$ cat src/rtl/spell_pkg.sv
// Shared definitions for the spell core memory back-end.
// Memory-space codes are also used by the core's store logic.
// I/O register addresses and the back-end FSM state type live here too.
package spell_pkg;

  // Memory space select codes
  localparam logic [1:0] MemoryTypeData = 2'b00;
  localparam logic [1:0] MemoryTypeCode = 2'b01;
  localparam logic [1:0] MemoryTypeIO   = 2'b10;
  localparam logic [1:0] MemoryTypeNone = 2'b11;

  // GPIO register bank addresses within the I/O space
  localparam logic [7:0] IoGpioOut = 8'd0;
  localparam logic [7:0] IoGpioOe  = 8'd1;
  localparam logic [7:0] IoGpioIn  = 8'd2;

  // Back-end request sequencer states
  typedef enum logic [1:0] {
    StateIdle   = 2'd0,
    StateAccess = 2'd1,
    StateWait   = 2'd2,
    StateDone   = 2'd3
  } mem_io_state_t;

  // Code requests are the only ones that go off-chip and need a wait phase
  function automatic logic is_code_space(input logic [1:0] memory_type);
    return memory_type == MemoryTypeCode;
  endfunction

endpackage

$ cat src/rtl/spell_gpio_sync.sv
// Purpose: two-flop synchronizer bringing asynchronous GPIO pins into the clock domain.
// Latency: 2 cycles from a stable pin level to sync_out.
// Backpressure: none; free-running every cycle.
module spell_gpio_sync #(
  parameter int WIDTH = 8
) (
  input  logic             clock,
  input  logic             reset,
  input  logic [WIDTH-1:0] async_in,
  output logic [WIDTH-1:0] sync_out
);

  logic [WIDTH-1:0] meta;

  // First stage may go metastable; second stage gives it a full cycle to settle
  always_ff @(posedge clock) begin
    if (reset) begin
      meta     <= '0;
      sync_out <= '0;
    end else begin
      meta     <= async_in;
      sync_out <= meta;
    end
  end

endmodule

$ cat src/rtl/spell_mem_io.sv
// Purpose: memory/I-O back-end serving code (external SRAM), data (flop array) and GPIO requests.
// Latency: data_ready 2 cycles after acceptance for data/I-O/none, 2+CODE_LATENCY for code.
// Backpressure: one request in flight; select is only sampled in IDLE, inputs ignored until IDLE again.
module spell_mem_io
  import spell_pkg::*;
#(
  parameter int DATA_WORDS   = 32,
  parameter int CODE_LATENCY = 1
) (
  input  logic       clock,
  input  logic       reset,
  input  logic       select,
  input  logic [7:0] addr,
  input  logic [7:0] data_in,
  input  logic [1:0] memory_type,
  input  logic       write,
  output logic [7:0] data_out,
  output logic       data_ready,
  output logic       sram_csb,
  output logic       sram_web,
  output logic [7:0] sram_addr,
  output logic [7:0] sram_din,
  input  logic [7:0] sram_dout,
  input  logic [7:0] gpio_in,
  output logic [7:0] gpio_out,
  output logic [7:0] gpio_oe
);

  localparam int IDX_W = (DATA_WORDS > 1) ? $clog2(DATA_WORDS) : 1;
  // Wait counter starts at CODE_LATENCY-1 so the last WAIT cycle is the one with count 0
  localparam logic [1:0] WaitInit = 2'(CODE_LATENCY - 1);

  if (CODE_LATENCY < 1 || CODE_LATENCY > 3) begin : g_bad_latency
    $error("spell_mem_io: CODE_LATENCY must be 1..3");
  end
  if (DATA_WORDS < 2 || DATA_WORDS > 256 || (DATA_WORDS & (DATA_WORDS - 1)) != 0) begin : g_bad_depth
    $error("spell_mem_io: DATA_WORDS must be a power of two in 2..256");
  end

  mem_io_state_t    state;
  logic [7:0]       lat_addr;
  logic [7:0]       lat_din;
  logic [1:0]       lat_type;
  logic             lat_write;
  logic [1:0]       wait_cnt;

  logic [7:0]       data_mem [DATA_WORDS];
  logic [IDX_W-1:0] data_idx;
  logic [7:0]       gpio_in_sync;
  logic [7:0]       access_rdata;
  logic             data_we;
  logic             io_we;

  spell_gpio_sync #(
    .WIDTH(8)
  ) u_gpio_sync (
    .clock   (clock),
    .reset   (reset),
    .async_in(gpio_in),
    .sync_out(gpio_in_sync)
  );

  // Data index keeps only the low address bits, so addresses wrap around the array
  assign data_idx = lat_addr[IDX_W-1:0];
  // Stores commit on the edge that ends ACCESS
  assign data_we  = (state == StateAccess) && (lat_type == MemoryTypeData) && lat_write;
  assign io_we    = (state == StateAccess) && (lat_type == MemoryTypeIO) && lat_write;

  // Read value for on-chip spaces; stores and the None space return zero
  always_comb begin
    access_rdata = '0;
    if (!lat_write) begin
      case (lat_type)
        MemoryTypeData: access_rdata = data_mem[data_idx];
        MemoryTypeIO: begin
          case (lat_addr)
            IoGpioOut: access_rdata = gpio_out;
            IoGpioOe:  access_rdata = gpio_oe;
            IoGpioIn:  access_rdata = gpio_in_sync;
            default:   access_rdata = '0;
          endcase
        end
        default: access_rdata = '0;
      endcase
    end
  end

  // Request sequencer: latches the request, drives the SRAM strobe and registers the result
  always_ff @(posedge clock) begin
    if (reset) begin
      state      <= StateIdle;
      lat_addr   <= '0;
      lat_din    <= '0;
      lat_type   <= MemoryTypeNone;
      lat_write  <= 1'b0;
      wait_cnt   <= '0;
      data_out   <= '0;
      data_ready <= 1'b0;
      sram_csb   <= 1'b1;
      sram_web   <= 1'b1;
      sram_addr  <= '0;
      sram_din   <= '0;
    end else begin
      data_ready <= 1'b0;
      case (state)
        StateIdle: begin
          if (select) begin
            lat_addr  <= addr;
            lat_din   <= data_in;
            lat_type  <= memory_type;
            lat_write <= write;
            state     <= StateAccess;
            // SRAM control is registered so the strobe lines up exactly with ACCESS
            if (is_code_space(memory_type)) begin
              sram_csb  <= 1'b0;
              sram_web  <= ~write;
              sram_addr <= addr;
              sram_din  <= data_in;
            end
          end
        end
        StateAccess: begin
          sram_csb <= 1'b1;
          sram_web <= 1'b1;
          if (is_code_space(lat_type)) begin
            wait_cnt <= WaitInit;
            state    <= StateWait;
          end else begin
            data_out   <= access_rdata;
            data_ready <= 1'b1;
            state      <= StateDone;
          end
        end
        StateWait: begin
          if (wait_cnt == 2'd0) begin
            data_out   <= lat_write ? 8'h00 : sram_dout;
            data_ready <= 1'b1;
            state      <= StateDone;
          end else begin
            wait_cnt <= wait_cnt - 2'd1;
          end
        end
        StateDone: begin
          state <= StateIdle;
        end
        default: begin
          state <= StateIdle;
        end
      endcase
    end
  end

  // Data flop array; reset clears every word
  always_ff @(posedge clock) begin
    if (reset) begin
      for (int i = 0; i < DATA_WORDS; i++) begin
        data_mem[i] <= '0;
      end
    end else if (data_we) begin
      data_mem[data_idx] <= lat_din;
    end
  end

  // GPIO output and output-enable registers; the input register address is read-only
  always_ff @(posedge clock) begin
    if (reset) begin
      gpio_out <= '0;
      gpio_oe  <= '0;
    end else if (io_we) begin
      case (lat_addr)
        IoGpioOut: gpio_out <= lat_din;
        IoGpioOe:  gpio_oe  <= lat_din;
        default:   ;
      endcase
    end
  end

endmodule
$ cat config.mk
export PLATFORM = sky130hd
export DESIGN_NAME = spell_mem_io
export DESIGN_NICKNAME = d
export VERILOG_FILES = /design/src/rtl/spell_pkg.sv /design/src/rtl/spell_gpio_sync.sv /design/src/rtl/spell_mem_io.sv
export SDC_FILE = /design/constraint.sdc
export NUM_CORES = 1
export LEC_CHECK = 0
export CORE_UTILIZATION = 65
export CTS_BUF_LIST = sky130_fd_sc_hd__clkbuf_8
export DETAILED_ROUTE_END_ITERATION = 10
export HOLD_SLACK_MARGIN = 0.03
export PLACE_DENSITY_LB_ADDON = 0.08
export SKIP_CTS_REPAIR_TIMING = 1
export SLEW_MARGIN = 40
export SYNTH_ARGS = -nofsm -noshare
export SYNTH_HDL_FRONTEND = slang
export SYNTH_SLANG_ARGS = --single-unit
export TNS_END_PERCENT = 100
$ cat constraint.sdc
create_clock -name clock -period 5.1 [get_ports clock]
set_input_delay 0.765 -clock clock [delete_from_list [all_inputs] [get_ports clock]]
set_output_delay 0.765 -clock clock [all_outputs]
set_load 0.005 [all_outputs]
==> Yosys cells after proc, flatten, opt, wreduce, memory -nomap -nowiden <==
Memories as Yosys holds them, arrays and structs flattened. A register that Yosys moved wholly into a read port is not among the register bits.
Index checks and enable logic that the tools add are counted.
{ "totals": {"regBits": 82, "n_memories": 1, "output_inout_bits": 43, "word_cells": 85, "mem_bits_rw": 256, "inputBits": 38} }
{ "classes": {"bitwise": 1, "add_sub_neg": 1, "mux": 33, "eq_ne": 14, "n_reduce_logical": 19} }
{ "mem_list": {"columns": ["name", "depth", "width", "rd", "rd_ports_with_merged_regs", "wr", "line", "source"], "rows": [
  ["data_mem", 32, 8, 1, 1, 32, "spell_mem_io.sv:47", "logic [7:0] data_mem [DATA_WORDS];"]
]} }
{ "op_table": {"columns": ["cell", "count"], "rows": [
  ["$mux W8", 5],
  ["$pmux W8 S2", 2],
  ["$pmux W8 S3", 1],
  ["$mux W5", 3],
  ["$mux W1", 13],
  ["$reduce_and A3 Y1", 4],
  ["$ne A2 B2 Y1 const B", 5],
  ["$eq A8 B1 Y1 const B", 1],
  ["$eq A8 B2 Y1 const B", 1],
  ["$logic_not A8 Y1", 1],
  ["$mux W2", 4],
  ["$pmux W2 S4", 1],
  ["$reduce_and A2 Y1", 4],
  ["$reduce_or A8 Y1", 1],
  ["$eq A2 B1 Y1 const B", 3],
  ["$eq A2 B2 Y1 const B", 3],
  ["$logic_not A2 Y1", 3],
  ["$pmux W1 S2", 3],
  ["$logic_and A1 B1 Y1", 4],
  ["$pmux W2 S2", 1],
  ["$reduce_bool A2 Y1", 2],
  ["$ne A2 B1 Y1 const B", 1],
  ["$sub A2 B1 Y2 const B", 1],
  ["$not A1 Y1", 1]
]} }

==> Logic depth before layout (Yosys ltp) <==
{ "logic_depth": {"ltp_word": 8, "mapped_depth": 8, "depth_no_buf": 7} }

==> Modules after synthesis <==
Synthesis repeated with hierarchy kept, for this count alone.
{ "unflattened": {"hier_cells": 1147, "area_unflattened_um2": 15224.6} }
{ "by_module_without_submodules": {"columns": ["mod", "seq_area_each_um2", "n_inst", "cells_per_inst", "area_each_um2"], "rows": [
  ["spell_mem_io", 9108.7, 1, 1114, 14760.4],
  ["spell_gpio_sync", 320.3, 1, 33, 464.2]
]} }

==> Worst setup path before layout <==
OpenSTA, ideal clock, no wires.
{ "synth_path": {"path_kind": "input to register", "start": "input port reset", "end": "memory data_mem[11][0], enable pin", "path_buffers": 1, "setup_ns": 0.330, "t_required_ns": 4.770, "path_slack_ns": 2.357, "stages": 5, "arrival_ns": 2.413, "cell_sequence": "clkbuf_1 or4_4 or4b_4 nor2_4 or2_1"} }
{ "synth_rtl": {"columns": ["item", "line", "source"], "rows": [
  ["start: declaration", "spell_mem_io.sv:11", "input logic reset,"],
  ["end: declaration", "spell_mem_io.sv:47", null]
]} }

==> impl_results.md <==
* Status: completed
* Worst path slowest cell: dfxtp_4
* CP bufs+invs at 1
* Register area share after synthesis at 61.6%
* Worst-Margin Slew at between 0.8 and 0.9 ns
* Wire per inst at 24.1 µm
* TNS Setup at 0 ns
* Synth Cell Area at 0.0153 mm²
* Max frequency at 336 MHz
* Gr usage total at 32.6%
* Layout Area Growth over Synthesis at 12.7%
* Ys flop type: edfxtp_1
* GP Congestion at 0.876
* CTS clk-pin slew, worst paths at 0.07 ns
* Critical Path End Type: register
* CP delay by family, top: multiplexers
* Filler Cell Count at 1454
* Die area at ~0.024 mm²
* Ant. Diodes at 0
* Sink Count at 343
* Num CTS Buffers at 52
* Number of distinct library cells after synthesis at 54
* DRT antenna net count at 0
* Antenna violations before repair at 0
* Via/cell ratio at 6.07
* IO buf count at 80
* DRC violations left at 0
* Synth warnings at 0
* FP Rows at 55
* Initial Util at 67.0%
* Setup CP Type: register to register
* Max-slew violation count at 0
* Period Utilization, post-route at 58.4%
* Power Dens Cells at 373 mW/mm²
* Worst Min Path Start: u_gpio_sync.meta[2]
* First-pass iteration count of the detailed router at 5
* Largest net degree at the start of global routing at 60
* CP required at approximately 5.6 ns
* Clk root buf: clkbuf_8
* Syn Nets at 1190
* Worst path arrival time at between 3 and 4 ns
* Final min period at about 3 ns
* PnR worst setup slack at 2.12 ns
* Most Frequent Cell on Critical Path: mux4_2
* Max cap viols at 0
* Core box area at 0.0228 mm²
* Layout Nets at about 1300
* Largest stage delay, worst path at 0.81 ns
* CP Cell Sequence: buf_4 > mux4_2 > mux4_2 > nor2_1 > nor4_1 > a221o_1
* Clk_lat worst skew at 0.57 ns
* Most frequent cells in the layout: and2_1, edfxtp_1, nand2_1
* Maximum vdd ir drop at 261 µV
* Final WL at 37700 µm
* Total power at 6440 µW
* Leak at 0.00614 µW
* Most common cell after layout, fill and taps aside: and2_1
* Ys async rst share at 0%
* Unrepaired setup endpoints after global routing: no
* DRT iter0 DRCs at roughly 940
* Setup violations, final at 0
* Worst Skew at 0.0149 ns
* Chip Height at around 160 µm
* I/O Pins at about 80
* Post-synth EDFFs at 256
* H-tree depth at 2
* Grt total ovfl at 0
* CP Max Fanout at 34
* Count of final hold-check violations at 0
* Share of layout cells above drive strength 1 at 16.7%
* Syn Inst Count at 1148
* Dpl ws at 1.88 ns
* CTS max path bufs at 3
* Die X-Extent at 155 µm
* Avg Synthesized Cell Area at 13.3 µm²
* Global-route wire length before repair at 57100 µm
* Critical Path Start Type: register
* Number of global-route vias before repair at about 9600
* Synthesis-stage register bit count at 343
* Relative slew slack at between 40% and 50%
* Hold/Removal Path Class: register to register
* CTS tree: yes
* Vias at 9510
* HPWL Detailed at 23800 µm
## final timing paths
| kind | to | slack (ns) | cells after the start |
|---|---|---|---|
| hold reg to reg | u_gpio_sync.sync_out[2] | 0.43 | 1 |
| setup / recovery | data_out[0] | 2.12 | 6 |
| setup reg to reg | data_out[0] | 2.12 | 6 |
| hold / removal | u_gpio_sync.sync_out[2] | 0.43 | 1 |
## cell usage after synthesis (5+ instances only)
| master | number | area [µm²] |
|---|---|---|
| mux4_2 | 65 | 1460 |
| nor2_1 | 40 | 150 |
| a2bb2oi_1 | 7 | 61.3 |
| a22oi_1 | 11 | 82.6 |
| mux2i_1 | 35 | 350 |
| edfxtp_1 | 256 | 7690 |
| buf_4 | 5 | 37.5 |
| and2_1 | 258 | 1610 |
| buf_2 | 11 | 55.1 |
| dfxtp_1 | 87 | 1740 |
| buf_1 | 6 | 22.5 |
| or2_2 | 26 | 163 |
| or2_1 | 10 | 62.6 |
| nor3_1 | 14 | 70.1 |
| o21ai_0 | 10 | 50.1 |
| inv_1 | 9 | 33.8 |
| nand2b_1 | 10 | 62.6 |
| clkbuf_1 | 53 | 199 |
| nand2_1 | 83 | 312 |
| nand3b_1 | 5 | 37.5 |
| nor2_4 | 8 | 90.1 |
| a21oi_1 | 41 | 205 |
| nand3_1 | 6 | 30.0 |
| nor2b_1 | 19 | 119 |
| o22ai_1 | 5 | 31.3 |
| nor2_2 | 12 | 75.1 |
## state kept, by name, indices dropped and copies added, names as in the netlist, named ones only
name	count
lat_din	8
data_out	8
u_gpio_sync.sync_out	8
lat_write	1
sram_din	8
gpio_out	8
wait_cnt	2
sram_addr	8
state	2
lat_type	2
data_mem	256
gpio_oe	8
sram_csb	1
lat_addr	8
u_gpio_sync.meta	8
sram_web	1
data_ready	1
## metrics by stage
step | hold slack [ns] | cell area [µm²] | utilization [%] | instances
6_report | 0.435 | 17200 | 75.5 | 1568
5_1_grt | 0.457 | 17200 | 75.5 | 1568
4_1_cts | 0.436 | 17200 | 75.3 | 1567
3_5_place_dp | 0.421 | 16300 | 71.2 | 1471
3_3_place_gp | 0.417 | 16200 | 71.1 | 1471
2_1_floorplan | 0.414 | 15300 | - | 1148
## routing by layer
layer  part of all wire [%]  global-route usage, %  vias to the layer above
li1                       -                      -                     4276
met1                     39                   44.3                     4654
met2                     48                   52.5                      501
met3                     10                   7.69                       79
met4                    2.8                   10.6                        0
met5                      0                      0                        -
## power breakdown
| part | switching (µW) | total, µW | internal, µW |
|---|---|---|---|
| Sequential | 307 | 3440 | 3130 |
| Clock | 1040 | 2060 | 1030 |
| Combinational | 529 | 935 | 406 |
## worst reg2reg max path, cell delays in order, from the launching register on
cell     delay, ns
dfxtp_4       0.81
buf_4         0.43
mux4_2        0.59
mux4_2        0.55
nor2_1        0.15
nor4_1        0.07
a221o_1       0.27
## cells by family (layout without fill, tap and decap cells)
kind of cell               Yosys count  after routing  synth area share (%)
and+or+nand+nor                    514            514                  19.5
adders and majority gates            4              4                 0.327
muxes                              102            102                  12.0
buffers and inverters               85            192                  2.35
DFF                                343            343                  61.6
AOI/OAI and AO/OA                  100            100                  4.20
## area by class of cell
| cell class | instances | area, µm² | area share [%] |
|---|---|---|---|
| clock inverters | 39 | 156 | 0.907 |
| inverters | 9 | 33.8 | 0.196 |
| repair buffers | 87 | 867 | 5.03 |
| flip-flops and latches | 343 | 9470 | 54.9 |
| multi-input cells | 720 | 5540 | 32.1 |
| clock buffers | 57 | 785 | 4.55 |
| well taps | 313 | 392 | 2.27 |
Note: power is estimated with default switching activity, not from simulation.
